<file path="config.mk">
export PLATFORM = sky130hd
export DESIGN_NAME = collision_detector
export DESIGN_NICKNAME = d
export VERILOG_FILES = /design/src/rtl/collision_detector.sv
export SDC_FILE = /design/constraint.sdc
export NUM_CORES = 1
export LEC_CHECK = 0
export ABC_AREA = 1
export CAP_MARGIN = 20
export CORE_AREA = 2 2 88 65
export CTS_CLUSTER_DIAMETER = 30
export DETAILED_ROUTE_END_ITERATION = 10
export DIE_AREA = 0 0 90 67
export PLACE_DENSITY_LB_ADDON = 0.2
export SYNTH_ARGS = -nofsm -noshare
export SYNTH_HDL_FRONTEND = slang
export SYNTH_SLANG_ARGS = --single-unit
</file>
<file path="constraint.sdc">
create_clock -name clk -period 5.8 [get_ports clk]
set_clock_uncertainty 0.1 [all_clocks]
set_input_delay 0.58 -clock clk [delete_from_list [all_inputs] [get_ports clk]]
set_output_delay 0.58 -clock clk [all_outputs]
set_load 0.005 [all_outputs]
</file>
<file path="src/rtl/collision_detector.sv">
// Per-pixel collision detector: accumulates asteroid/bullet/ship overlaps over a
// frame and publishes them, with a saturating score, at each frame pulse.
module collision_detector #(
  parameter int ASTEROID_COUNT = 10,
  parameter int BULLET_COUNT   = 4,
  parameter int SCORE_W        = 16,
  parameter int POINTS         = 1
) (
  input  logic                      clk,
  input  logic                      rst,
  input  logic                      frame,
  input  logic                      restart,
  input  logic [ASTEROID_COUNT-1:0] ast_drawing,
  input  logic [BULLET_COUNT-1:0]   bullet_drawing,
  input  logic                      ship_drawing,
  output logic [ASTEROID_COUNT-1:0] ast_shot,
  output logic [BULLET_COUNT-1:0]   bullet_kill,
  output logic                      ship_hit,
  output logic                      dead,
  output logic [SCORE_W-1:0]        score
);

  localparam int CNT_W = $clog2(ASTEROID_COUNT + 1);
  localparam int SUM_W = SCORE_W + 8;
  localparam logic [SCORE_W-1:0] SCORE_MAX = '1;

  typedef enum logic {S_RUN, S_DEAD} state_t;

  state_t                    r_state;
  logic [ASTEROID_COUNT-1:0] r_pend_ast;
  logic [BULLET_COUNT-1:0]   r_pend_bul;
  logic                      r_pend_ship;
  logic [ASTEROID_COUNT-1:0] r_ast_shot;
  logic [BULLET_COUNT-1:0]   r_bullet_kill;
  logic                      r_ship_hit;
  logic                      r_dead;
  logic [SCORE_W-1:0]        r_score;

  logic                      w_run;
  logic                      w_any_bullet;
  logic                      w_any_ast;
  logic [ASTEROID_COUNT-1:0] w_ast_hit;
  logic [BULLET_COUNT-1:0]   w_bul_hit;
  logic                      w_ship_hit;
  logic [CNT_W-1:0]          w_pop;
  logic [SUM_W-1:0]          w_sum;
  logic [SCORE_W-1:0]        w_score_next;

  assign w_run        = (r_state == S_RUN);
  assign w_any_bullet = |bullet_drawing;
  assign w_any_ast    = |ast_drawing;

  // Hit terms are masked while dead so nothing can accumulate.
  assign w_ast_hit  = (w_run && w_any_bullet) ? ast_drawing : '0;
  assign w_bul_hit  = (w_run && w_any_ast) ? bullet_drawing : '0;
  assign w_ship_hit = w_run & ship_drawing & w_any_ast;

  always_comb begin
    w_pop = '0;
    for (int i = 0; i < ASTEROID_COUNT; i++)
      w_pop = w_pop + CNT_W'(r_pend_ast[i]);
  end

  assign w_sum        = SUM_W'(r_score) + SUM_W'(POINTS) * SUM_W'(w_pop);
  assign w_score_next = (w_sum > SUM_W'(SCORE_MAX)) ? SCORE_MAX : w_sum[SCORE_W-1:0];

  always_ff @(posedge clk or posedge rst) begin
    if (rst) begin
      r_state       <= S_RUN;
      r_pend_ast    <= '0;
      r_pend_bul    <= '0;
      r_pend_ship   <= 1'b0;
      r_ast_shot    <= '0;
      r_bullet_kill <= '0;
      r_ship_hit    <= 1'b0;
      r_dead        <= 1'b0;
      r_score       <= '0;
    end else if (restart) begin
      r_state       <= S_RUN;
      r_pend_ast    <= '0;
      r_pend_bul    <= '0;
      r_pend_ship   <= 1'b0;
      r_ast_shot    <= '0;
      r_bullet_kill <= '0;
      r_ship_hit    <= 1'b0;
      r_dead        <= 1'b0;
      r_score       <= '0;
    end else begin
      case (r_state)
        S_RUN: begin
          if (frame) begin
            r_ast_shot    <= r_pend_ast;
            r_bullet_kill <= r_pend_bul;
            r_ship_hit    <= r_pend_ship;
            r_score       <= w_score_next;
            if (r_pend_ship) begin
              // The death frame still publishes; pending state is dropped.
              r_state     <= S_DEAD;
              r_dead      <= 1'b1;
              r_pend_ast  <= '0;
              r_pend_bul  <= '0;
              r_pend_ship <= 1'b0;
            end else begin
              r_pend_ast  <= w_ast_hit;
              r_pend_bul  <= w_bul_hit;
              r_pend_ship <= w_ship_hit;
            end
          end else begin
            r_pend_ast  <= r_pend_ast | w_ast_hit;
            r_pend_bul  <= r_pend_bul | w_bul_hit;
            r_pend_ship <= r_pend_ship | w_ship_hit;
          end
        end
        S_DEAD: begin
          r_pend_ast  <= '0;
          r_pend_bul  <= '0;
          r_pend_ship <= 1'b0;
          r_dead      <= 1'b1;
          if (frame) begin
            r_ast_shot    <= '0;
            r_bullet_kill <= '0;
            r_ship_hit    <= 1'b0;
          end
        end
        default: r_state <= S_RUN;
      endcase
    end
  end

  assign ast_shot    = r_ast_shot;
  assign bullet_kill = r_bullet_kill;
  assign ship_hit    = r_ship_hit;
  assign dead        = r_dead;
  assign score       = r_score;

endmodule

</file>
After elaboration in Yosys (flattened, before gate mapping)
Index checks and enable logic that the tools add are counted.

storage, ports and cells
  logic and storage cells = 76
  output and inout bits = 32
  register bits after elaboration = 48

operators by class
  magnitude comparators = 1
  $add $sub $neg = 10
  mux-type cells = 38
  bitwise logic cells = 6
  eq/ne operators = 4
  reduce and logical (&&, ||, !) cells = 8

operator list
  operator                number
  $mux W10                7
  $mux W16                4
  $pmux W10 S2            2
  $mux W4                 7
  $add A4 B1 Y4           6
  $add A16 B4 Y17         1
  $gt A17 B16 Y1 const B  1
  $pmux W4 S2             2
  $mux W1                 13
  $or A10 B10 Y10         1
  $reduce_or A10 Y1       1
  $ne A3 B3 Y1 const B    3
  $pmux W1 S2             3
  $reduce_and A2 Y1       3
  $add A3 B1 Y4           1
  $or A4 B4 Y4            1
  $reduce_or A4 Y1        1
  $add A2 B1 Y3           1
  $add A1 B1 Y2           1
  $and A1 B1 Y1           2
  $logic_and A1 B1 Y1     2
  $ne A2 B2 Y1 const B    1
  $reduce_bool A2 Y1      1
  $not A1 Y1              1
  $or A1 B1 Y1            1

Longest topological paths before layout
Gate-level depths: netlist of the first run.

  word-level depth = 15
  mapped depth = 17
  gate-level depth less buffers = 17

Least setup slack after synthesis of the first run
Ideal clock, no wire load.

  path type = reg-to-reg
  start = register r_score[0] (netlist: score[0])
  end = register r_score[8] (netlist: score[8])
  period minus slack after synthesis = 3429 ps
  library setup time = 116 ps
  cell stages (with the launch flop) = 16
  path buffers = 0
  arrival = 3213 ps
  setup slack = 2371 ps
  data required time = 5584 ps
  path through = dfrtp_1 > fa_1 > inv_1 > fa_1 > fa_1 > fa_1 > inv_1 > fa_1 > inv_2 > nor2_4 > nor2_4 > nor2_8 > xnor2_1 > nand2_1 > nand2_1 > nand2_1

on the way
  word-level cells in the longest chain between the ends = 6

RTL lines
  item                    line  text
  from (decl)             37    logic [SCORE_W-1:0] r_score;
  from (signal assigned)  95    r_score <= w_score_next;
  $add A16 B4 Y17 (*)     64    assign w_sum = SUM_W'(r_score) + SUM_W'(POINTS) * SUM_W'(w_pop);
  $gt A17 B16 Y1          65    assign w_score_next = (w_sum > SUM_W'(SCORE_MAX)) ? SCORE_MAX : w_sum[SCORE_W-1:0];
  $mux W16 (*)            65
  $mux W16 (*)            91    if (frame) begin
  $mux W16 (*)            89    case (r_state)
  $mux W16 (*)            78    end else if (restart) begin

Every way passes the cells marked *; elsewhere a longest branch is shown, timed or not. The select of a mux whose other input is x is not followed.
A chain may end at the register's enable or synchronous reset.

Final worst setup path of the first run
  start = register r_score[0] (netlist: score[0])
  end = register r_score[13] (netlist: score[13])

The elaborated chain is that of the path after synthesis.

==> flow_summary.rst, run 1 <==
.. list-table::
   :header-rows: 1

   * - Metric
     - Value
   * - Detailed-route DRC error count
     - 0
   * - Worst-case vdd ir drop
     - 197.9 uV
   * - Pre-CTS setup slack
     - 2.138 ns
   * - Post-cts resize count
     - 0
   * - Sequential fraction of design power
     - 42.1%
   * - Classification of the worst setup path
     - register to register
   * - Largest net degree at the start of global routing
     - 49
   * - Gr usage total
     - 23.65%
   * - Hold WC Path Type
     - register to register
   * - Routability cong.
     - 0.9249
   * - Setup TNS Final
     - 0 ns
   * - Clock tree root driver cell
     - sky130_fd_sc_hd__clkbuf_8
   * - Input/output buffers
     - 50
   * - Commonest non-fill, non-tap cells in the layout
     - sky130_fd_sc_hd__nand2_1, sky130_fd_sc_hd__clkdlybuf4s50_1, sky130_fd_sc_hd__dfrtp_1
   * - Worst reg-to-reg setup slack
     - 2.10 ns
   * - Vias per inst
     - 5.269
   * - Critical Path Start Type
     - register
   * - Cell taking the most area after synthesis
     - sky130_fd_sc_hd__dfrtp_1
   * - CP Capture Type
     - register
   * - Area after DPL
     - 0.003311 mm2
   * - Layout Area Growth over Synthesis
     - 24.31%
   * - Antenna violations before repair
     - 0
   * - Largest family of logic cells by synthesized area
     - simple AND/OR/NAND/NOR gates
   * - Maximum clock rate
     - 270.6 MHz
   * - Max stage delay on crit path
     - 0.54 ns
   * - Final hold viol count
     - 0
   * - Boundary Pins
     - 51
   * - Row count
     - 22
   * - Placed Cells
     - 449
   * - Average cell area after synthesis
     - 8.241 um2
   * - Cell at the slowest stage of the critical path
     - sky130_fd_sc_hd__fa_1
   * - Slew Limit Fails
     - 0
   * - Die height
     - 67 um
   * - Critical Path Stages
     - 15
   * - Worst slew margin relative to its limit
     - 54.95%
   * - Clock sink count
     - 48
   * - Portion of total power attributed to the clock network
     - 27.4%
   * - Worst skew pair latency
     - 0.31 ns
   * - Worst setup path startpoint
     - score[0]
   * - Count of antenna-violating nets left after detailed routing
     - 0
   * - Filler Cells Inserted
     - 433
   * - Crit path DAT
     - 3.85 ns
   * - Async set or reset register ratio after synthesis
     - 100.0%
   * - Layout net count
     - 416
   * - Number of warnings issued by yosys
     - 0
   * - Maximum level of the CTS H-tree
     - 2
   * - Clock period minus final worst setup slack
     - 3.695 ns
   * - Fin crit share
     - 63.71%
   * - Via count of the first global-routing pass
     - 2250
   * - Maximum fanout encountered on the critical timing path
     - 9
   * - Final std cell area, no fill
     - 0.003442 mm2
   * - Die area
     - 0.006030 mm2
   * - Capturing instance or port of the critical path
     - score[13]
   * - Internal portion of total power
     - 607.2 uW
   * - Area of the mapped netlist
     - 0.002769 mm2
   * - Reg2reg path depth
     - 15
   * - Setup ws final
     - 2.105 ns
   * - RSZ-0062 raised after global routing
     - false
   * - Switching share of power
     - 32.63%
   * - Tightest Pin Transition
     - 0.6742 ns
   * - DR iter-0 viols
     - 185
   * - Yosys top cell area share
     - 43.38%
   * - Final setup violation count
     - 0
   * - DIE WIDTH
     - 90 um
   * - Cell count after synthesis
     - 336
   * - Via count
     - 2413
   * - Antenna diode count
     - 0
   * - Post-synthesis share of cell area spent on full adders, half adders and majority gates
     - 7.320%
   * - Status
     - complete, no violations
   * - PnR Total Power
     - 901.2 uW
   * - Post-synthesis sequential area ratio
     - 43.38%
   * - Static Leak
     - 1.683 nW
   * - Crit path max-delay family
     - adder cells
   * - Synthesized Nets
     - 367
   * - Post-synthesis sequential element count
     - 48
   * - WL per Instance
     - 14.74 um
   * - Standard cell core area
     - 0.005120 mm2
   * - PD cells
     - 261.8 mW/mm2
   * - Final Routed Wirelength
     - 6.749 mm
   * - Multiplexer area fraction after synthesis
     - 0%
   * - TritonCTS Buffers
     - 5
   * - Number of max-cap violations
     - 0
   * - Maximum clock insertion buffer count
     - 2
   * - Start of the worst register-to-register path
     - score[0]
   * - Remaining global-route overflow
     - 0
   * - Number of hold buffers added after CTS
     - 0
   * - Minimum hold slack
     - 0.4046 ns
   * - Count of buffering cells on the critical path with inverters included
     - 3
   * - Count of flip-flops with a built-in enable after synthesis
     - 0
   * - Worst path required time
     - 5.95 ns
   * - First-pass GRT wire length
     - 11.11 mm
   * - Non-filler instance count after layout
     - 458
   * - Synth Area in Compound Gates
     - 9.444%
   * - Combinational fraction of design power
     - 30.4%
   * - Hpwl dp
     - 4.752 mm
   * - Post-CTS Setup Repair Bufs
     - 0
   * - Fraction of final layout cells with drive strength greater than 1
     - 11.14%
   * - Starting utilization of the core area
     - 54.08%
   * - Most common library cell in the layout ignoring fill and taps
     - sky130_fd_sc_hd__nand2_1
   * - Cell Chain, Critical Path
     - fa_1 -> inv_1 -> fa_1 -> fa_1 -> fa_1 -> inv_1 -> fa_1 -> inv_2 -> nor2_4 -> nor2_4 -> nor2_8 -> nand3_4 -> nand3_1 -> nand2_1 -> nand2_1
   * - Switch Pwr
     - 294.0 uW
   * - Cell repeated most along the worst path
     - sky130_fd_sc_hd__fa_1
   * - Finished Core Util
     - 67.23%
   * - CTS clk-pin slew, worst paths
     - 0.09 ns
   * - Synth Flop Type
     - sky130_fd_sc_hd__dfrtp_1
   * - Distinct cells, synth
     - 34
   * - Clock tree from TritonCTS
     - yes
   * - Top post-synthesis cells by area
     - sky130_fd_sc_hd__dfrtp_1, sky130_fd_sc_hd__nand2_1, sky130_fd_sc_hd__nand3_1, sky130_fd_sc_hd__fa_1, sky130_fd_sc_hd__inv_1
   * - Synthesized-area fraction occupied by and/or/nand/nor cells
     - 31.27%
   * - Endpoint of the worst register-to-register path
     - score[13]
   * - Detailed-routing iteration count for the pre-antenna-repair pass
     - 5
   * - Synth Area in XOR/XNOR
     - 1.265%
-- cell usage after synthesis (all sizes together) (4+ instances only) --
library cell,number
fa,7
xnor2,4
o21ai,11
buf,6
a32o,9
dfrtp,48
nor2,23
nand3,39
inv,40
a21oi,17
ha,5
nand2,114
-- layout make-up --
cell class / instances / area (um2) / share of cell area, %
clock buffers: 5 / 68.82 / 1.999
clock inverters: 3 / 42.54 / 1.236
inverters: 41 / 153.9 / 4.471
multi-input cells: 238 / 1365 / 39.66
flip-flops and latches: 48 / 1201 / 34.90
well taps: 72 / 90.09 / 2.617
repair buffers: 51 / 520.5 / 15.12
-- worst register-to-register path: cells and delay by family (launching register included) --
kind	cells	cell delay [ns]
adders and majority gates	5	2.09
and+or+nand+nor	7	0.82
buffers and inverters	3	0.22
DFF	1	0.42
-- logic make-up (layout without fill, tap and decap cells) --
logic type,after synthesis,after routing
AND/OR/NAND/NOR,182,182
buffers and inverters,50,100
XOR/XNOR,4,4
adder cells (fa/ha/maj),12,12
flip-flops,48,48
AO/OA/AOI/OAI,40,40
-- flip-flops by register name (all words and copies together) (netlist names) --
signal,flops
r_pend_ship,1
r_state,1
r_pend_bul,4
ast_shot,10
bullet_kill,4
r_pend_ast,10
ship_hit,1
score,16
dead,1
-- worst min-delay path by stage --
stage	from	depth (start not counted)	endpoint	slack [ns]
5_1_grt	r_pend_bul[2]	1	bullet_kill[2]	0.43
6_report	dead	1	dead	0.40
3_5_place_dp	dead	1	dead	0.39
4_1_cts	dead	1	dead	0.41
2_1_floorplan	r_pend_bul[0]	1	bullet_kill[0]	0.37
3_3_place_gp	dead	1	dead	0.37
-- per-layer routing --
layer	track usage [%]	up-vias	part of all wire, %
li1	-	1182	-
met1	34.66	1143	49
met2	35.34	81	45
met3	4.977	7	4.7
met4	7.115	0	0.87
met5	0	-	0
-- power groups by stage --
stage / combinational [mW] / clock [mW] / sequential [mW]
final: 0.274 / 0.247 / 0.380
after global routing: 0.303 / 0.267 / 0.383
after CTS: 0.273 / 0.252 / 0.380
after detailed placement: 0.266 / 0 / 0.386
after global placement: 0.257 / 0 / 0.385
after floorplan: 0.171 / 0 / 0.383
No activity file was read; power rests on OpenSTA's default activity.
==> run 2, diff against run 1 <==
--- a/config.mk
+++ b/config.mk
@@ -7,10 +7,10 @@
 export LEC_CHECK = 0
 export ABC_AREA = 1
 export CAP_MARGIN = 20
-export CORE_AREA = 2 2 88 65
+export CORE_AREA = 2 2 95 70
 export CTS_CLUSTER_DIAMETER = 30
 export DETAILED_ROUTE_END_ITERATION = 10
-export DIE_AREA = 0 0 90 67
+export DIE_AREA = 0 0 97 72
 export PLACE_DENSITY_LB_ADDON = 0.2
 export SYNTH_ARGS = -nofsm -noshare
 export SYNTH_HDL_FRONTEND = slang
==> constraint.sdc (replaced) <==
create_clock -name clk -period 3.2 [get_ports clk]
set_clock_uncertainty 0.1 [all_clocks]
set_input_delay 0.32 -clock clk [delete_from_list [all_inputs] [get_ports clk]]
set_output_delay 0.32 -clock clk [all_outputs]
set_load 0.005 [all_outputs]
==> flow_summary.rst, run 2 (synthesis gave the netlist of run 1 again) <==
.. list-table::
   :header-rows: 1

   * - Metric
     - Value
   * - Start of the worst register-to-register path
     - r_pend_ast[0]
   * - WL per Instance
     - 15.00 um (+1.8%)
   * - Clock tree root driver cell
     - sky130_fd_sc_hd__clkbuf_8
   * - Detailed-routing iteration count for the pre-antenna-repair pass
     - 5 (unchanged)
   * - First-pass GRT wire length
     - 11.85 mm (+6.6%)
   * - Flip-flop count of the largest register after layout
     - 16 (unchanged)
   * - Maximum clock insertion buffer count
     - 2 (unchanged)
   * - PnR Total Power
     - 1.744 mW (+94%)
   * - Fin crit share
     - 111.7% (+48 points)
   * - Maximum clock rate
     - 279.8 MHz (+3.4%)
   * - Reg2reg path depth
     - 15 (unchanged)
   * - Largest net degree at the start of global routing
     - 49 (unchanged)
   * - Final setup violation count
     - 16 (+16)
   * - CP Capture Type
     - register
   * - Worst skew pair latency
     - 0.30 ns (about the same)
   * - Final Routed Wirelength
     - 7.168 mm (+6.2%)
   * - Input/output buffers
     - 50 (unchanged)
   * - Row count
     - 24 (+9.1%)
   * - Clock tree from TritonCTS
     - yes
   * - Number of max-cap violations
     - 0 (unchanged)
   * - Gr usage total
     - 21.69% (-2.0 points)
   * - Via count of the first global-routing pass
     - 2440 (+8.4%)
   * - Classification of the worst setup path
     - register to register
   * - Final std cell area, no fill
     - 0.003643 mm2 (+5.9%)
   * - Slew Limit Fails
     - 0 (unchanged)
   * - Maximum fanout encountered on the critical timing path
     - 5 (-4)
   * - Vias per inst
     - 5.291 (+0.42%)
   * - Antenna diode count
     - 0 (unchanged)
   * - Count of antenna-violating nets left after detailed routing
     - 0 (unchanged)
   * - Violated checks
     - negative setup slack
   * - Hpwl dp
     - 5.187 mm (+9.1%)
   * - Worst slew margin relative to its limit
     - 56.55% (+1.6 points)
   * - Endpoint of the worst register-to-register path
     - score[8]
   * - Die area
     - 0.006984 mm2 (+16%)
   * - Worst-case vdd ir drop
     - 266.9 uV (+35%)
   * - TritonCTS Buffers
     - 5 (unchanged)
   * - Number of hold buffers added after CTS
     - 0 (unchanged)
   * - Clock sink count
     - 48 (unchanged)
   * - Maximum level of the CTS H-tree
     - 2 (unchanged)
   * - Layout net count
     - 430 (+3.4%)
   * - Crit path DAT
     - 3.67 ns (-0.18 ns)
   * - RSZ-0062 raised after global routing
     - true
   * - CTS clk-pin slew, worst paths
     - 0.09 ns (about the same)
   * - Cell Chain, Critical Path
     - fa_1 -> inv_2 -> fa_1 -> fa_1 -> fa_2 -> inv_2 -> fa_2 -> inv_2 -> nor2_4 -> nor2_4 -> nor2_8 -> xnor2_1 -> nand2_1 -> nand2_1 -> nand2_1
   * - Count of buffering cells on the critical path with inverters included
     - 3 (unchanged)
   * - Via count
     - 2529 (+4.8%)
   * - Worst reg-to-reg setup slack
     - -0.37 ns (-2.48 ns)
   * - Boundary Pins
     - 51 (unchanged)
   * - Area after DPL
     - 0.003421 mm2 (+3.3%)
   * - Detailed-route DRC error count
     - 0 (unchanged)
   * - DR iter-0 viols
     - 190 (+2.7%)
   * - Antenna violations before repair
     - 0 (unchanged)
   * - Die height
     - 72 um (+7.5%)
   * - Most common library cell in the layout ignoring fill and taps
     - sky130_fd_sc_hd__nand2_1
   * - Cell at the slowest stage of the critical path
     - sky130_fd_sc_hd__fa_1
   * - Final hold viol count
     - 0 (unchanged)
   * - Hold WC Path Type
     - input port to async pin
   * - Standard cell core area
     - 0.006036 mm2 (+18%)
   * - Static Leak
     - 1.777 nW (+5.6%)
   * - Max stage delay on crit path
     - 0.53 ns (about the same)
   * - Clock period minus final worst setup slack
     - 3.574 ns (-0.1216 ns)
   * - Worst path required time
     - 3.30 ns (-2.65 ns)
   * - Layout Area Growth over Synthesis
     - 31.59%
   * - Remaining global-route overflow
     - 0 (unchanged)
   * - Setup ws final
     - -0.3738 ns (-2.478 ns)
   * - Starting utilization of the core area
     - 45.87% (-8.2 points)
   * - Pre-CTS setup slack
     - -0.3766 ns (-2.515 ns)
   * - Critical Path Start Type
     - register
   * - PD cells
     - 478.7 mW/mm2 (+83%)
   * - Status
     - finished with violations
   * - Tightest Pin Transition
     - 0.6518 ns (-0.02241 ns)
   * - Crit path max-delay family
     - adder cells
   * - Routability cong.
     - 0.8656 (-6.4%)
   * - Commonest non-fill, non-tap cells in the layout
     - sky130_fd_sc_hd__nand2_1, sky130_fd_sc_hd__clkdlybuf4s50_1, sky130_fd_sc_hd__dfrtp_1
   * - DIE WIDTH
     - 97 um (+7.8%)
   * - Fraction of final layout cells with drive strength greater than 1
     - 18.50% (+7.4 points)
-- run 2: cell count changes in the layout (fill, tap and decap cells not counted), moves of 5 or more --
cell,delta
sky130_fd_sc_hd__nand3_2,+7
sky130_fd_sc_hd__buf_4,+12
sky130_fd_sc_hd__nand3_1,-7
sky130_fd_sc_hd__nand2_2,+5
sky130_fd_sc_hd__nand2_1,-5
-- run 2: report_power, final --
part | total (mW) | switching [mW] | internal [mW]
logic | 0.577 | 0.299 | 0.278
clock network | 0.484 | 0.208 | 0.276
registers | 0.683 | 0.0323 | 0.651
-- run 2: worst max-delay path by stage --
stage	slack [ns]	endpoint	from	cells past startpoint
2_1_floorplan	-0.20	score[8]	r_pend_ast[2]	15
3_3_place_gp	-0.29	score[7]	r_pend_ast[2]	15
3_5_place_dp	-0.38	score[7]	r_pend_ast[2]	15
4_1_cts	-0.36	score[6]	r_pend_ast[2]	15
5_1_grt	-0.54	score[10]	r_pend_ast[2]	17
6_report	-0.37	score[8]	r_pend_ast[0]	15
-- run 2: what timing repair did --
action,in CTS,in global routing
setup endpoints to repair,16,16
pin swaps,6,8
gates cloned,2,0
setup buffers,1,0
resized for setup,6,7
-- run 2: cell type report --
class	instances	area, um2
clock buffer	7	96.34
clock inverter	1	30.03
fill	534	2392
inverter	41	153.9
multi-input combinational	240	1454
sequential	48	1201
tap	78	97.59
timing repair buffer	63	610.6
-- run 2: layer usage --
metal / vias up / wire (um) / GRT usage (%)
li1: 1218 / - / -
met1: 1204 / 3582 / 32.85
met2: 95 / 3021 / 32.02
met3: 12 / 458 / 3.468
met4: 0 / 106 / 7.199
met5: - / 0 / 0
-- run 2: stage by stage --
step / utilization, % / setup TNS (ns) / hold WS, ns / std cells
after floorplan: - / -2.775 / 0.2864 / 336
after global placement: 56.68 / -3.971 / 0.3730 / 466
after detailed placement: 56.68 / -5.318 / 0.3847 / 466
after CTS: 59.62 / -4.756 / 0.4095 / 477
after global routing: 60.36 / -7.608 / 0.1171 / 478
final: 60.36 / -5.100 / 0.1057 / 478
==> run 3, diff against run 2 <==
--- a/config.mk
+++ b/config.mk
@@ -7,10 +7,12 @@
 export LEC_CHECK = 0
 export ABC_AREA = 1
 export CAP_MARGIN = 20
-export CORE_AREA = 2 2 95 70
+export CELL_PAD_IN_SITES_DETAIL_PLACEMENT = 1
+export CELL_PAD_IN_SITES_GLOBAL_PLACEMENT = 2
+export CORE_AREA = 2 2 122 89
 export CTS_CLUSTER_DIAMETER = 30
 export DETAILED_ROUTE_END_ITERATION = 10
-export DIE_AREA = 0 0 97 72
+export DIE_AREA = 0 0 124 91
 export PLACE_DENSITY_LB_ADDON = 0.2
 export SYNTH_ARGS = -nofsm -noshare
 export SYNTH_HDL_FRONTEND = slang
==> flow_summary.rst, run 3 (synthesis gave the netlist of run 1 again) <==
.. list-table::
   :header-rows: 1

   * - Metric
     - Value
   * - Count of antenna-violating nets left after detailed routing
     - 0 (unchanged)
   * - Number of hold buffers added after CTS
     - 0 (unchanged)
   * - CP Capture Type
     - register
   * - Final hold viol count
     - 0 (unchanged)
   * - Setup ws final
     - -0.4596 ns (-0.08582 ns)
   * - CTS clk-pin slew, worst paths
     - 0.07 ns (-0.02 ns)
   * - Number of max-cap violations
     - 0 (unchanged)
   * - Boundary Pins
     - 51 (unchanged)
   * - Via count of the first global-routing pass
     - 2644 (+8.4%)
   * - Final Routed Wirelength
     - 8.436 mm (+18%)
   * - Row count
     - 31 (+29%)
   * - Count of buffering cells on the critical path with inverters included
     - 3 (unchanged)
   * - Maximum level of the CTS H-tree
     - 2 (unchanged)
   * - Most common library cell in the layout ignoring fill and taps
     - sky130_fd_sc_hd__nand2_1
   * - Worst reg-to-reg setup slack
     - -0.46 ns (-0.09 ns)
   * - Critical Path Start Type
     - register
   * - Via count
     - 2464 (-2.6%)
   * - TritonCTS Buffers
     - 5 (unchanged)
   * - Largest net degree at the start of global routing
     - 32 (-35%)
   * - RSZ-0062 raised after global routing
     - true
   * - Commonest non-fill, non-tap cells in the layout
     - sky130_fd_sc_hd__nand2_1, sky130_fd_sc_hd__clkdlybuf4s50_1, sky130_fd_sc_hd__dfrtp_1
   * - Layout net count
     - 428 (-0.47%)
   * - Crit path max-delay family
     - adder cells
   * - Starting utilization of the core area
     - 27.46% (-18 points)
   * - Cell repeated most along the worst path
     - sky130_fd_sc_hd__fa_1
   * - Clock tree from TritonCTS
     - yes
   * - Filler Cells Inserted
     - 1209 (+130%)
   * - Remaining global-route overflow
     - 0 (unchanged)
   * - Clock tree root driver cell
     - sky130_fd_sc_hd__clkbuf_16
   * - Start of the worst register-to-register path
     - r_pend_ast[2]
   * - Status
     - finished with violations
   * - Minimum hold slack
     - 0.1429 ns (+0.03727 ns)
   * - Worst-case vdd ir drop
     - 189.0 uV (-29%)
   * - Crit path DAT
     - 3.79 ns (+0.12 ns)
   * - DR iter-0 viols
     - 64 (-66%)
   * - Reg2reg path depth
     - 15 (unchanged)
   * - Maximum clock rate
     - 273.3 MHz (-2.3%)
   * - Standard cell core area
     - 0.01008 mm2 (+67%)
   * - Antenna violations before repair
     - 0 (unchanged)
   * - PD cells
     - 510.6 mW/mm2 (+6.7%)
   * - Maximum fanout encountered on the critical timing path
     - 9 (+4)
   * - DIE WIDTH
     - 124 um (+28%)
   * - Detailed-route DRC error count
     - 0 (unchanged)
   * - Detailed-routing iteration count for the pre-antenna-repair pass
     - 4 (-1)
   * - Tightest Pin Transition
     - 0.6761 ns (+0.02433 ns)
   * - Slew Limit Fails
     - 0 (unchanged)
   * - WL per Instance
     - 15.92 um (+6.1%)
   * - Worst path required time
     - 3.33 ns (+0.03 ns)
   * - Input/output buffers
     - 50 (unchanged)
   * - Hold WC Path Type
     - input port to async pin
   * - Die height
     - 91 um (+26%)
   * - Gr usage total
     - 16.47% (-5.2 points)
   * - Worst skew pair latency
     - 0.29 ns (about the same)
   * - Cell at the slowest stage of the critical path
     - sky130_fd_sc_hd__fa_1
   * - Fraction of final layout cells with drive strength greater than 1
     - 15.58% (-2.9 points)
   * - Routability cong.
     - 0.7701 (-11%)
   * - Cell Chain, Critical Path
     - fa_1 -> inv_1 -> fa_1 -> fa_1 -> fa_2 -> inv_2 -> fa_2 -> inv_2 -> nor2_4 -> nor2_4 -> nor2_8 -> nand3_4 -> nand3_1 -> nand2_1 -> nand2_1
   * - Maximum clock insertion buffer count
     - 2 (unchanged)
   * - Hpwl dp
     - 6.399 mm (+23%)
   * - Area after DPL
     - 0.003496 mm2 (+2.2%)
   * - Final setup violation count
     - 16 (unchanged)
   * - Classification of the worst setup path
     - register to register
   * - Worst slew margin relative to its limit
     - 54.93% (-1.6 points)
   * - Violated checks
     - negative setup slack
   * - First-pass GRT wire length
     - 14.18 mm (+20%)
   * - Fin crit share
     - 114.4% (+2.7 points)
   * - Clock sink count
     - 48 (unchanged)
   * - Vias per inst
     - 4.649 (-12%)
   * - Static Leak
     - 1.786 nW (+0.49%)
   * - Endpoint of the worst register-to-register path
     - score[14]
   * - Clock period minus final worst setup slack
     - 3.660 ns (+0.08582 ns)
   * - Max stage delay on crit path
     - 0.55 ns (+0.02 ns)
   * - Multi-input logic area
     - 0.001400 mm2 (-3.7%)
   * - Final std cell area, no fill
     - 0.003689 mm2 (+1.2%)
   * - Flip-flop count of the largest register after layout
     - 16 (unchanged)
   * - Antenna diode count
     - 0 (unchanged)
   * - Layout Area Growth over Synthesis
     - 33.21%
   * - Combined flip-flop and latch cell area
     - 0.001201 mm2 (unchanged)
   * - Die area
     - 0.01128 mm2 (+62%)
[run 3: cell count changes in the layout (fill, tap and decap cells not counted)]
cell,delta
sky130_fd_sc_hd__clkbuf_8,-6
sky130_fd_sc_hd__clkbuf_16,+5
sky130_fd_sc_hd__nand2_1,+5
sky130_fd_sc_hd__nand2_2,-5
sky130_fd_sc_hd__nand3_1,+3
sky130_fd_sc_hd__nand3_2,-2
sky130_fd_sc_hd__nor2_4,-2
sky130_fd_sc_hd__buf_12,-1
sky130_fd_sc_hd__clkinv_4,+1
sky130_fd_sc_hd__inv_1,+1
sky130_fd_sc_hd__inv_2,-1
sky130_fd_sc_hd__nand3_4,-1
sky130_fd_sc_hd__nor2_1,+1
[run 3: per-layer routing]
| metal | part of all wire, % | global-route usage [%] | vias to the layer above |
|---|---|---|---|
| li1 | - | - | 1208 |
| met1 | 53 | 25.31 | 1221 |
| met5 | 0 | 0 | - |
| met2 | 44 | 24.08 | 30 |
| met4 | 0.68 | 2.903 | 0 |
| met3 | 2.5 | 3.078 | 5 |
[run 3: power by group]
| part | internal [mW] | switching (mW) | leakage, nW | total, mW |
|---|---|---|---|---|
| registers | 0.652 | 0.0376 | 0.651 | 0.689 |
| logic | 0.263 | 0.300 | 1.05 | 0.564 |
| clock network | 0.392 | 0.239 | 0.0871 | 0.631 |
| total | 1.31 | 0.577 | 1.79 | 1.88 |
[run 3: how the worst max path moves through the flow]
stage,from,end,cells past startpoint
2_1_floorplan,r_pend_ast[2],score[8],15
3_3_place_gp,r_pend_ast[2],score[13],15
3_5_place_dp,r_pend_ast[2],score[14],15
4_1_cts,r_pend_ast[2],score[14],15
5_1_grt,r_pend_ast[2],score[14],15
6_report,r_pend_ast[2],score[14],15
[run 3: cell type report]
class | instances | share of cell area [%]
Tap cell | 132 | 4.478
Multi-Input combinational cell | 239 | 37.96
Sequential cell | 48 | 32.56
Clock inverter | 2 | 1.052
Timing Repair Buffer | 62 | 16.01
Clock buffer | 6 | 3.765
Inverter | 41 | 4.172
[run 3: metrics by stage]
step | worst slack, ns | TNS [ns] | std cells | power [mW] | util [%]
global placement | -0.3292 | -4.622 | 521 | 1.249 | 34.67
finish | -0.4596 | -6.712 | 530 | 1.883 | 36.58
floorplan | -0.2037 | -2.775 | 336 | 1.012 | -
global route | -0.6115 | -9.347 | 530 | 2.007 | 36.58
detailed placement | -0.4605 | -6.269 | 521 | 1.266 | 34.67
CTS | -0.4882 | -7.181 | 530 | 1.922 | 36.53
[run 3: repair_timing]
action / in CTS / in global routing
endpoints found under the setup margin: 16 / 16
cloned: 1 / 0
resized for setup: 0 / 1
buffers inserted: 0 / 0
pin swaps: 1 / 0
==> RTL edit 1: new RTL, settings of run 3 <==
Set the parameter `SCORE_W` to 12 (it was 16).
--- a/src/rtl/collision_detector.sv
+++ b/src/rtl/collision_detector.sv
@@ -4,5 +4,5 @@
   parameter int ASTEROID_COUNT = 10,
   parameter int BULLET_COUNT   = 4,
-  parameter int SCORE_W        = 16,
+  parameter int SCORE_W        = 12,
   parameter int POINTS         = 1
 ) (
Interface: changed (resized score); port bits go from 51 to 47. The function was not compared with the original's and may differ.
==> RTL edit 1 against run 3 <==
The flow still finishes with violations (setup timing). Core utilization decreased by 3.8 points. Final area decreased by 10%. Power decreased by 6.1%. Synthesized cell count decreased by 18%. Worst setup slack improved by 0.27 ns. Wire length decreased by 13%. Sequential cell count decreased by 4. Clock power decreased by 7.3%. Synthesized area decreased by 14%. Critical endpoint is now score[0]. Highest routed layer unchanged.
==> RTL edit 1: results (changes against run 3) <==
| Metric | Value |
|---|---|
| Largest cells by area after synthesis | dfrtp_1 (46%), nand2_1 (11%), nand3_1 (7.2%) (was dfrtp_1 (43%), nand2_1 (15%), nand3_1 (6.3%)) |
| Hold WS | 0.293 ns (was 0.143 ns) |
| DRT iter0 DRCs | 79 (was 64) |
| Status | finished with violations (unchanged) |
| Post-synth cell types | 32 (was 34) |
| Max FFs per register | 12 (was 16) |
| Commonest cells post-synth | nand2_1 (71), dfrtp_1 (44), nand3_1 (34) (was nand2_1 (111), dfrtp_1 (48), nand3_1 (35)) |
| Failing checks | setup timing (unchanged) |
| Total GRT Usage | 14.4% (was 16.5%) |
| Tightest Pin Transition | 0.668 ns (was 0.676 ns) |
| Seq/Total Area, Yosys | 46.3% (was 43.4%) |
| M1 WL | 3950 µm (was 4470 µm) |
| Vias in the first global route | 2289 (was 2644) |
| Setup ws final | -0.193 ns (was -0.460 ns) |
| Via density | 4.54 (was 4.65) |
| R2r startpoint | score[0] (was r_pend_ast[2]) |
| Cell Pwr Density | 535 nW/µm² (was 511 nW/µm²) |
| Pleak | 1.54 nW (was 1.79 nW) |
| HPWL after detailed placement | 5490 µm (was 6400 µm) |
| Setup violations, final | 12 (was 16) |
| R2R cell count | 12 (was 15) |
| Routed WL | 7370 µm (was 8440 µm) |
| Met3 WL post-DR | 336 µm (was 213 µm) |
| M2 GR Usage | 20.0% (was 24.1%) |
| RR Endpoint | score[0] (was score[14]) |
| Compound-gate portion of the synthesized area | 13.5% (was 9.44%) |
| Worst ir drop on vdd | 0.202 mV (was 0.189 mV) |
| Mapped Nets | 306 (was 367) |
| Drt wl/cell | 15.8 µm (was 15.9 µm) |
| Largest net degree at the start of global routing | 45 (was 32) |
| Adder-cell share of the synthesized area | 8.53% (was 7.32%) |
| Internal | 1.22 mW (was 1.31 mW) |
| DP Worst Slack | -0.246 ns (was -0.460 ns) |
| Setup TNS | -1.98 ns (was -6.71 ns) |
| Global-route wire length before repair | 12400 µm (was 14200 µm) |
| Cells after DPL | 454 (was 521) |
[RTL edit 1: cell families (layout without fill, tap and decap cells)]
| group | count (synthesis) | count (layout) |
|---|---|---|
| AND/OR/NAND/NOR | 125 | 127 |
| AO/OA/AOI/OAI | 50 | 50 |
| adder cells (fa/ha/maj) | 12 | 12 |
| XOR/XNOR | 2 | 2 |
| flip-flops | 44 | 44 |
| buffers and inverters | 42 | 99 |
[RTL edit 1: layout make-up]
cell class	count	area, µm²	share of cell area (%)
clock buffer	5	125	3.79
clock inverter	3	42.5	1.29
inverter	34	128	3.86
multi-input combinational	191	1190	36.0
sequential	44	1100	33.3
tap	132	165	5.00
timing repair buffer	57	556	16.8
[RTL edit 1: what timing repair did]
| item | CTS | global route |
|---|---|---|
| endpoints found under the setup margin | 12 | 12 |
| pin swaps | 5 | 8 |
| buffers inserted | 1 | 0 |
| gates cloned | 2 | 0 |
| hold endpoints to repair | 0 | 0 |
| resized for setup | 4 | 6 |
==> RTL edit 2: new RTL, flow settings as in run 3 <==
Made on the original files. Put one more register stage on the output `ast_shot`, with the module's reset. The value now appears one clock later. The other outputs are not delayed to match.
--- a/src/rtl/collision_detector.sv
+++ b/src/rtl/collision_detector.sv
@@ -128,5 +128,11 @@
   end
 
-  assign ast_shot    = r_ast_shot;
+  always_ff @(posedge clk or posedge rst) begin
+    if (rst) begin
+      ast_shot <= '0;
+    end else begin
+      ast_shot <= r_ast_shot;
+    end
+  end
   assign bullet_kill = r_bullet_kill;
   assign ship_hit    = r_ship_hit;
Behaviour: not the same (a bounded check fails within 4 cycles, from zero or initial values and one cycle with rst high).
==> RTL edit 2 against run 3 <==
The flow still finishes with violations (setup timing). Sequential cell count increased by 10. Final area up 12%. Die area stayed put. Synthesized area increased by 4.4%. Wire length up 0.56%. Power up 26%. Sequential power is 19% higher. Worst setup slack gained 0.17 ns.
==> RTL edit 2: results (changes against run 3) <==
| Metric | Value |
|---|---|
| Seq/Total Area, Yosys | 50.2% (was 43.4%) |
| Slowest CP cell | fa_1 (unchanged) |
| Total GRT Usage | 16.7% (was 16.5%) |
| Clk_lat worst skew | 0.32 ns (was 0.29 ns) |
| Vias in the first global route | 2646 (was 2644) |
| Drt wl/cell | 15.9 µm (about the same) |
| Switching Share | 27.9% (was 30.6%) |
| Max clock buf depth | 2 (unchanged) |
| Commonest cells post-synth | nand2_1 (88), dfrtp_1 (58), nand3_1 (36) (was nand2_1 (111), dfrtp_1 (48), nand3_1 (35)) |
| Pleak | 1.93 nW (was 1.79 nW) |
| CP Max Fanout | 6 (was 9) |
| Max FFs per register | 16 (unchanged) |
| Post-synth cell types | 28 (was 34) |
| R2R cell count | 13 (was 15) |
| Hold WC Path Type | flop to flop (was primary input to async pin) |
| DRT iter0 DRCs | 114 (was 64) |
| Largest net degree at the start of global routing | 59 (was 32) |
| Layout net count | 427 (was 428) |
| Root buffer cell | clkbuf_16 (unchanged) |
| Mapped Nets | 357 (was 367) |
| CP max stage delay | 0.56 ns |
| Port Buffers | 50 (unchanged) |
| Critical Path AT | 3.60 ns (was 3.79 ns) |
| Setup ws final | -0.285 ns (was -0.460 ns) |
| Worst ir drop on vdd | 0.268 mV (was 0.189 mV) |
| CTS Buf Count | 9 (was 5) |
| Placer Congestion | 0.803 (was 0.770) |
| Global-route wire length before repair | 14400 µm (was 14200 µm) |
| Tightest Pin Transition | 0.945 ns (was 0.676 ns) |
| Status | finished with violations (unchanged) |
| Largest cells by area after synthesis | dfrtp_1 (50%), nand2_1 (11%), nand3_1 (6.2%) (was dfrtp_1 (43%), nand2_1 (15%), nand3_1 (6.3%)) |
| Antenna violations before repair | 0 (unchanged) |
| Failing checks | setup timing (unchanged) |
| Layout cells sized above 1 | 17.5% (was 15.6%) |
| N_diodes | 0 (unchanged) |
| FFs w/ async S/R, synth | 100% (unchanged) |
| Setup violations, final | 16 (unchanged) |
| Synth warnings | 0 (unchanged) |
| CTS H-Tree Depth | 3 (was 2) |
| Min-Delay Path Depth | 0 |
| HPWL after detailed placement | 6010 µm (was 6400 µm) |
| Detailed-route via count | 2525 (was 2464) |
| Hold WS | 0.274 ns (was 0.143 ns) |
| Critical path's top delay family | adder cells (unchanged) |
==> RTL edit 2: cell types whose count changed after synthesis, sizes merged, moves of 3 or more <==
cell / run 3 / this run
xor2: 0 / 3
nand2: 114 / 90
xnor2: 4 / 0
o21ai: 11 / 15
o211ai: 0 / 4
nand4: 1 / 4
inv: 40 / 33
dfrtp: 48 / 58
==> RTL edit 2: worst register-to-register path: stages, from the launching register on <==
cell	delay (ns)
dfrtp_1	0.39
fa_1	0.56
inv_2	0.04
fa_1	0.46
fa_1	0.52
fa_2	0.20
inv_2	0.04
fa_2	0.36
nand3_4	0.14
nand2_8	0.10
buf_6	0.14
xor2_2	0.14
o21ai_2	0.13
nand2_1	0.06
==> RTL edit 2: logic make-up (layout without fill, tap and decap cells) <==
family          count (synthesis)  after routing  share of synthesized area (%)
fa+ha+maj                      12             12                           7.01
compound gates                 48             48                           10.4
flops                          58             58                           50.2
buf+inv                        43            116                           5.89
simple gates                  162            163                           25.5
xor+xnor                        3              3                          0.909
==> RTL edit 2: power by group through the flow <==
stage | registers [mW] | clock network, mW | logic [mW]
after floorplan | 0.829 | 0 | 0.280
after global routing | 0.825 | 1.07 | 0.612
after global placement | 0.829 | 0 | 0.481
after detailed placement | 0.831 | 0 | 0.499
final | 0.819 | 1.01 | 0.539
after CTS | 0.819 | 1.04 | 0.521
==> RTL edit 2: path summary, 6_finish.rpt <==
kind | end | from
worst max register to register | score[4] | r_pend_ast[2]
max in group asynchronous | score[14] | rst
worst max-delay path | score[4] | r_pend_ast[2]
min in group asynchronous | ast_shot[5] | rst
worst min register to register | ast_shot[5] | r_ast_shot[5]
worst min-delay path | ast_shot[5] | r_ast_shot[5]
==> RTL edit 2: what timing repair did <==
action,CTS,global route
buffers inserted,2,4
endpoints found under the setup margin,16,16
resized for setup,9,23
pin swaps,6,6
gates cloned,1,0
==> RTL edit 2: area by class of cell <==
cell class | instances | area (µm²)
fill | 1187 | 5960
timing repair buffer | 68 | 651
inverter | 33 | 126
clock inverter | 6 | 82.6
sequential | 58 | 1450
tap | 132 | 165
multi-input combinational | 226 | 1430
clock buffer | 9 | 225
==> RTL edit 2: layer usage <==
layer	GRT usage, %	wire, µm
met1	25.4	4520
met4	5.15	131
met3	4.08	256
met2	22.9	3570
met5	0	0
==> RTL edit 2: metrics by stage <==
stage / instances / utilization [%] / setup TNS, ns / instance area [µm²] / worst slack (ns)
after floorplan: 326 / - / -1.39 / 2940 / -0.144
after global placement: 510 / 36.2 / -3.93 / 3650 / -0.319
after detailed placement: 510 / 36.2 / -4.97 / 3650 / -0.396
after CTS: 528 / 39.9 / -3.64 / 4020 / -0.285
after global routing: 532 / 40.9 / -6.76 / 4130 / -0.508
final: 532 / 40.9 / -3.67 / 4130 / -0.285
